**src/rtl/seq_adder_subtractor.sv**
```systemverilog
// -----------------------------------------------------------------------------
// seq_adder_subtractor
//   Multi-cycle adder/subtractor. An accepted operation is processed CHUNK
//   bits per clock, LSB chunk first, over NCH = WIDTH/CHUNK cycles. Result,
//   carry-out, signed overflow and zero flag are registered and held until
//   the consumer takes them.
//
// Parameters
//   WIDTH  operand/result width (>= 2)
//   CHUNK  bits added per cycle (>= 1, must divide WIDTH)
//
// Ports
//   clk        clock, rising edge
//   rst_n      asynchronous active-low reset
//   in_valid   operation presented (a, b, c)
//   in_ready   high only while idle
//   a, b       operands
//   c          mode: 0 = a+b, 1 = a-b
//   sum        registered result
//   c_out      carry out of MSB (subtract: 1 = no borrow)
//   ovf        signed two's-complement overflow
//   zero       sum is all zeros
//   out_valid  result outputs valid
//   out_ready  consumer takes the result
//
// Build option
//   ADDSUB_SAT_EN  when defined, overflowing results saturate to the most
//                  positive / most negative signed value.
// -----------------------------------------------------------------------------
module seq_adder_subtractor #(
  parameter int WIDTH = 16,
  parameter int CHUNK = 4
) (
  input  logic             clk,
  input  logic             rst_n,
  input  logic             in_valid,
  output logic             in_ready,
  input  logic [WIDTH-1:0] a,
  input  logic [WIDTH-1:0] b,
  input  logic             c,
  output logic [WIDTH-1:0] sum,
  output logic             c_out,
  output logic             ovf,
  output logic             zero,
  output logic             out_valid,
  input  logic             out_ready
);

  localparam int NCH = WIDTH / CHUNK;
  localparam int IW  = (NCH > 1) ? $clog2(NCH) : 1;
  localparam logic [IW-1:0] LAST_IDX = IW'(NCH - 1);

  typedef enum logic [1:0] {
    IDLE,
    CALC,
    DONE
  } state_t;

  state_t r_state;
  state_t w_state_next;

  // Operands are shifted right one chunk per cycle so the active chunk is
  // always in the low bits.
  logic [WIDTH-1:0] r_a;
  logic [WIDTH-1:0] r_b;
  logic [WIDTH-1:0] r_acc;
  logic             r_carry;
  logic [IW-1:0]    r_idx;

  logic [WIDTH-1:0] r_sum;
  logic             r_c_out;
  logic             r_ovf;
  logic             r_zero;

  logic [CHUNK-1:0] w_a_ch;
  logic [CHUNK-1:0] w_b_ch;
  logic [CHUNK:0]   w_ch_sum;
  logic             w_cin_msb;
  logic             w_ovf;
  logic             w_last;
  logic [WIDTH-1:0] w_acc_next;
  logic [WIDTH-1:0] w_final;
  logic             w_zero;

  assign w_a_ch   = r_a[CHUNK-1:0];
  assign w_b_ch   = r_b[CHUNK-1:0];
  assign w_ch_sum = {1'b0, w_a_ch} + {1'b0, w_b_ch} + {{CHUNK{1'b0}}, r_carry};

  // Carry into the chunk's top bit, recovered from its sum bit; on the last
  // chunk this is the carry into the word MSB.
  assign w_cin_msb = w_a_ch[CHUNK-1] ^ w_b_ch[CHUNK-1] ^ w_ch_sum[CHUNK-1];
  assign w_ovf     = w_cin_msb ^ w_ch_sum[CHUNK];
  assign w_last    = (r_idx == LAST_IDX);

  // New chunk enters at the top of the accumulator; after NCH cycles the
  // first chunk has reached bit 0 and the accumulator holds the full result.
  assign w_acc_next = WIDTH'({w_ch_sum[CHUNK-1:0], r_acc} >> CHUNK);

`ifdef ADDSUB_SAT_EN
  always_comb begin
    w_final = w_acc_next;
    if (w_ovf) begin
      if (w_acc_next[WIDTH-1]) w_final = {1'b0, {(WIDTH-1){1'b1}}};
      else                     w_final = {1'b1, {(WIDTH-1){1'b0}}};
    end
  end
`else
  assign w_final = w_acc_next;
`endif

  assign w_zero = (w_final == '0);

  // State register
  always_ff @(posedge clk or negedge rst_n) begin
    if (!rst_n) r_state <= IDLE;
    else        r_state <= w_state_next;
  end

  // Next-state logic
  always_comb begin
    w_state_next = r_state;
    case (r_state)
      IDLE:    if (in_valid)  w_state_next = CALC;
      CALC:    if (w_last)    w_state_next = DONE;
      DONE:    if (out_ready) w_state_next = IDLE;
      default:                w_state_next = IDLE;
    endcase
  end

  // Handshake outputs
  always_comb begin
    in_ready  = (r_state == IDLE);
    out_valid = (r_state == DONE);
  end

  // Datapath
  always_ff @(posedge clk or negedge rst_n) begin
    if (!rst_n) begin
      r_a     <= '0;
      r_b     <= '0;
      r_acc   <= '0;
      r_carry <= 1'b0;
      r_idx   <= '0;
      r_sum   <= '0;
      r_c_out <= 1'b0;
      r_ovf   <= 1'b0;
      r_zero  <= 1'b0;
    end else begin
      case (r_state)
        IDLE: begin
          if (in_valid) begin
            r_a     <= a;
            r_b     <= b ^ {WIDTH{c}};
            r_carry <= c;
            r_idx   <= '0;
          end
        end
        CALC: begin
          r_a     <= r_a >> CHUNK;
          r_b     <= r_b >> CHUNK;
          r_acc   <= w_acc_next;
          r_carry <= w_ch_sum[CHUNK];
          r_idx   <= r_idx + 1'b1;
          if (w_last) begin
            r_idx   <= '0;
            r_sum   <= w_final;
            r_c_out <= w_ch_sum[CHUNK];
            r_ovf   <= w_ovf;
            r_zero  <= w_zero;
          end
        end
        default: ;
      endcase
    end
  end

  assign sum   = r_sum;
  assign c_out = r_c_out;
  assign ovf   = r_ovf;
  assign zero  = r_zero;

endmodule

```
**config.mk**
```make
export PLATFORM = sky130hd
export DESIGN_NAME = seq_adder_subtractor
export DESIGN_NICKNAME = d
export VERILOG_FILES = /design/src/rtl/seq_adder_subtractor.sv
export SDC_FILE = /design/constraint.sdc
export NUM_CORES = 1
export LEC_CHECK = 0
export ABC_AREA = 1
export BUFFER_PORTS_ARGS = -buffer_cell sky130_fd_sc_hd__clkbuf_2
export CELL_PAD_IN_SITES_DETAIL_PLACEMENT = 1
export CELL_PAD_IN_SITES_GLOBAL_PLACEMENT = 2
export CORE_UTILIZATION = 34
export CTS_CLUSTER_DIAMETER = 120
export DETAILED_ROUTE_END_ITERATION = 10
export PLACE_DENSITY = 0.88
export RECOVER_POWER = 50
export REMOVE_ABC_BUFFERS = 1
export SLEW_MARGIN = 20
export SYNTH_ARGS = -nofsm -noshare
export SYNTH_HDL_FRONTEND = slang
export SYNTH_SLANG_ARGS = --single-unit
```
**constraint.sdc**
```tcl
create_clock -name clk -period 2.03 [get_ports clk]
set_input_delay 0.1015 -clock clk [delete_from_list [all_inputs] [get_ports clk]]
set_output_delay 0.1015 -clock clk [all_outputs]
set_load 0.02 [all_outputs]
```
==> reports/results.env <==
CLK_PIN_SLEW_WORST_PATHS_NS=0.06
POSTSYNTH.ASYNCRESETSHARE=1.00
AREA_GROWTH_SYN_TO_LAYOUT_PCT=16.1
FAILING_CHECKS='max-capacitance violations, max-slew violations'
GRT_SETUP_UNREPAIRED='yes'
DRC_MARKERS=0
AVERAGE_FOOTPRINT_OF_A_SYNTHESIZED_CELL_UM2=8.99
TIMING.SETUP.TNS_NS=0
SYN-INSTANCE-COUNT=365
MAX_FREQ_MHz=542
ENDPOINT_REQUIRED_TIME_ON_THE_CRITICAL_PATH_NS=2.31
RUN_STATUS='finished, violations left'
NUMCLOCKSINKS=68
POST_DRT_VIA_CELL_RATIO=4.67
SYNTH_SEQ_AREA_SHARE=0.518
TIMING.REG2REG.WORST_PATH_DEPTH=9
IR_WORST_VDD_uV=702
POST_SYNTH_FA_HA_MAJ_AREA_FRACTION=0.0274
AREA_FRACTION_IN_COMPOUND_GATES_AFTER_SYNTHESIS=0.142
AGGREGATE_ROUTED_WIRE_LENGTH_UM=7410
FIN_SKEW_NS=0.00695
DOMINANTREGCELLSYNTH='sky130_fd_sc_hd__dfrtp_1'
DRT_PASS1_ITERATIONS=4
SYNTH.MUX.AREA_FRACTION=0
MIN_PERIOD_NS=1.84
ROUTEDWLPERCELL_UM=13.3
VIA_COUNT=2595
DIE_AREA_UM2=10100
SLEW_VIOL_FINAL=69
PATH_CELLS='fa_2 -> fa_1 -> nor2_1 -> nand2_1 -> nor2_1 -> nand2_1 -> nor2_1 -> nand2_1 -> nand2_1'
WORSTSETUPSTARTPOINTTYPE='flop'
CTS_BUFFERS=9
DIE_WIDTH_UM=100
END_KIND='flop'
GRT-OVFL-TOTAL=0
FINAL_COMMON_CELL='sky130_fd_sc_hd__nand2_1'
FINAL_NET_COUNT=467
MOSTFREQUENTLAYOUTCELLS='sky130_fd_sc_hd__nand2_1 (114), sky130_fd_sc_hd__dfrtp_1 (68), sky130_fd_sc_hd__clkbuf_2 (46)'
DIEHEIGHT_UM=100
P_TOTAL_mW=6.01
ANTENNA_VIOLATIONS_BEFORE_REPAIR=0
SYNTH-XOR-AREA-SHARE=0.0133
WORSTHOLDPATHCELLS=3
COMBINATIONAL_FAMILY_WITH_THE_MOST_AREA_AFTER_SYNTHESIS='simple AND/OR/NAND/NOR gates'
TOTAL_STANDARD_CELL_AREA_AFTER_SYNTHESIS_UM2=3280
DETAIL_ROUTE.ITER0.VIOLATIONS=60
CTS_HTREE_LEVELS=3
CRITICAL-PATH-MAX-STAGE-DELAY_NS=0.46
GRT_FIRST_PASS_WIRELENGTH_UM=12900
NETLIST-CELL-TYPE-COUNT=27
SYNTHESIS.YOSYS.WARNINGS=0
CLOCK_INSERTION_DELAY_WORST_SKEW_NS=0.34
SYNTH_EDF_COUNT=0
IOS=58
GPL.FINAL_WEIGHTED_CONGESTION=0.726
CORE_AREA_UM2=9280
DETAIL-ROUTE-ANTENNA-NETS=0
CRIT_FANOUT=2
TIMING.MAX_CAP.VIOLATIONS=1
POWER.LEAKAGE_nW=1.85
N_FILL_CELL=1140
TRITONCTS='yes'
WORSTHOLDPATHTYPE='input port to flop'
GRT_PASS1_VIAS=2710
LAYOUT-DRIVE-GT1-SHARE=0.230
PATH_CLASS='flop to flop'
REPORT.FINAL.SETUP_VIOL=0
TIMING.FINAL.HOLD_VIOLATIONS=0
MAXIMUM_NUMBER_OF_PINS_ON_ONE_NET_BEFORE_GLOBAL_ROUTE_REPAIR=69
CTS.REPAIR_TIMING.SETUP_BUFFER_COUNT=0
FINALCRITPERIODSHARE=0.908
CTS-ROOT-BUF='sky130_fd_sc_hd__clkbuf_8'
PORT_BUFFERS=57
YS_SEQ_ELEMENTS=68
DETAILEDPLACEMENTHPWL_UM=4990
YOSYS.AREA_SHARE.SIMPLE=0.232
CRITPATHSLOWESTCELL='sky130_fd_sc_hd__fa_1'
GLOBALROUTETOTALUTIL=0.165
TIMING_WORST_SLEW_PIN_VALUE_NS=1.51
NUM_ANTENNA_CELLS=0
PWR_DENSITY_CELL_nW_PER_UM2=1580
TIMING.CRITICAL_PATH.MODE_CELL='sky130_fd_sc_hd__nand2_1'
TIMING.MAX_SLEW.REL_SLACK=-0.00811
INITIAL_UTILIZATION=0.354
CP.ARRIVAL_NS=2.12
ROW_COUNT=35
CLOCK_TREE.BUFFER_DEPTH=2
## per-stage QoR
| step | cells | worst slack (ns) | hold slack [ns] | util | instance area (um2) |
|---|---|---|---|---|---|
| global route | 556 | -0.00625 | 0.0131 | 0.411 | 3810 |
| global placement | 536 | 0.166 | 0.152 | 0.390 | 3620 |
| floorplan | 347 | 0.242 | -0.194 | - | 3140 |
| detailed placement | 536 | 0.122 | 0.161 | 0.390 | 3620 |
| finish | 556 | 0.186 | 0.0209 | 0.411 | 3810 |
| CTS | 556 | 0.101 | 0.0146 | 0.413 | 3840 |
## sequential cells by signal, indices dropped and copies added, names as in the netlist
| signal | cells |
|---|---|
| r_a | 16 |
| r_b | 16 |
| sum | 16 |
| r_acc | 12 |
| r_idx | 2 |
| r_state | 2 |
| c_out | 1 |
| ovf | 1 |
| r_carry | 1 |
| zero | 1 |
## cell usage after synthesis (4+ instances only)
cell type | count | area, um2
sky130_fd_sc_hd__o21ai_1 | 10 | 50.1
sky130_fd_sc_hd__o21ai_0 | 34 | 170
sky130_fd_sc_hd__dfrtp_1 | 68 | 1700
sky130_fd_sc_hd__nand3_1 | 14 | 70.1
sky130_fd_sc_hd__buf_6 | 8 | 90.1
sky130_fd_sc_hd__or2_1 | 4 | 25.0
sky130_fd_sc_hd__xnor2_1 | 5 | 43.8
sky130_fd_sc_hd__o211ai_1 | 12 | 90.1
sky130_fd_sc_hd__or2_2 | 8 | 50.1
sky130_fd_sc_hd__o21ai_2 | 13 | 114
sky130_fd_sc_hd__nor2_1 | 24 | 90.1
sky130_fd_sc_hd__nand2_1 | 114 | 428
sky130_fd_sc_hd__buf_2 | 7 | 35.0
sky130_fd_sc_hd__inv_1 | 15 | 56.3
sky130_fd_sc_hd__nand3_2 | 5 | 50.1
sky130_fd_sc_hd__ha_1 | 4 | 50.1
sky130_fd_sc_hd__inv_2 | 5 | 18.8
## cells by family after synthesis
family,Yosys count
buf+inv,38
simple gates,173
xor+xnor,5
compound gates,75
flops,68
fa+ha+maj,6
## path summary, 6_finish.rpt
path	from	endpoint	slack, ns
setup / recovery	r_carry	zero	0.19
hold / removal	a[4]	r_a[4]	0.02
setup reg to reg	r_carry	zero	0.19
hold reg to reg	sum[2]	sum[2]	0.47
max in group asynchronous	rst_n	c_out	0.35
min in group asynchronous	rst_n	r_a[10]	0.78
## cell type report
| class | count | area, um2 | area share |
|---|---|---|---|
| clock buffers | 11 | 141 | 0.0371 |
| clock inverters | 3 | 15.0 | 0.00394 |
| inverters | 20 | 75.1 | 0.0197 |
| multi-input cells | 259 | 1370 | 0.358 |
| flip-flops and latches | 68 | 1700 | 0.446 |
| well taps | 129 | 161 | 0.0423 |
| repair buffers | 66 | 353 | 0.0925 |
## repair_timing
action | in CTS | in global routing
resized for setup | 0 | 1
hold endpoints to repair | 73 | 0
hold buffers | 6 | 0
endpoints found under the setup margin | 0 | 1
## worst max-delay path, delay by kind of cell, from the launching register on
kind	cells	cell delay (ns)
simple gates	7	0.50
fa+ha+maj	2	0.88
flops	1	0.40
## power by group
part	switching (mW)	leakage (nW)	total, mW	internal [mW]
logic	1.78	0.913	2.71	0.927
clock network	0.482	0.0848	0.939	0.457
registers	0.390	0.852	2.36	1.97
total	2.65	1.85	6.01	3.36
## routing by layer
layer | GRT usage | wire [um]
met5 | 0 | 0
met1 | 0.212 | 3640
met3 | 0.0453 | 276
met2 | 0.274 | 3410
met4 | 0.0435 | 78
Power figures use the tool's default switching activity.
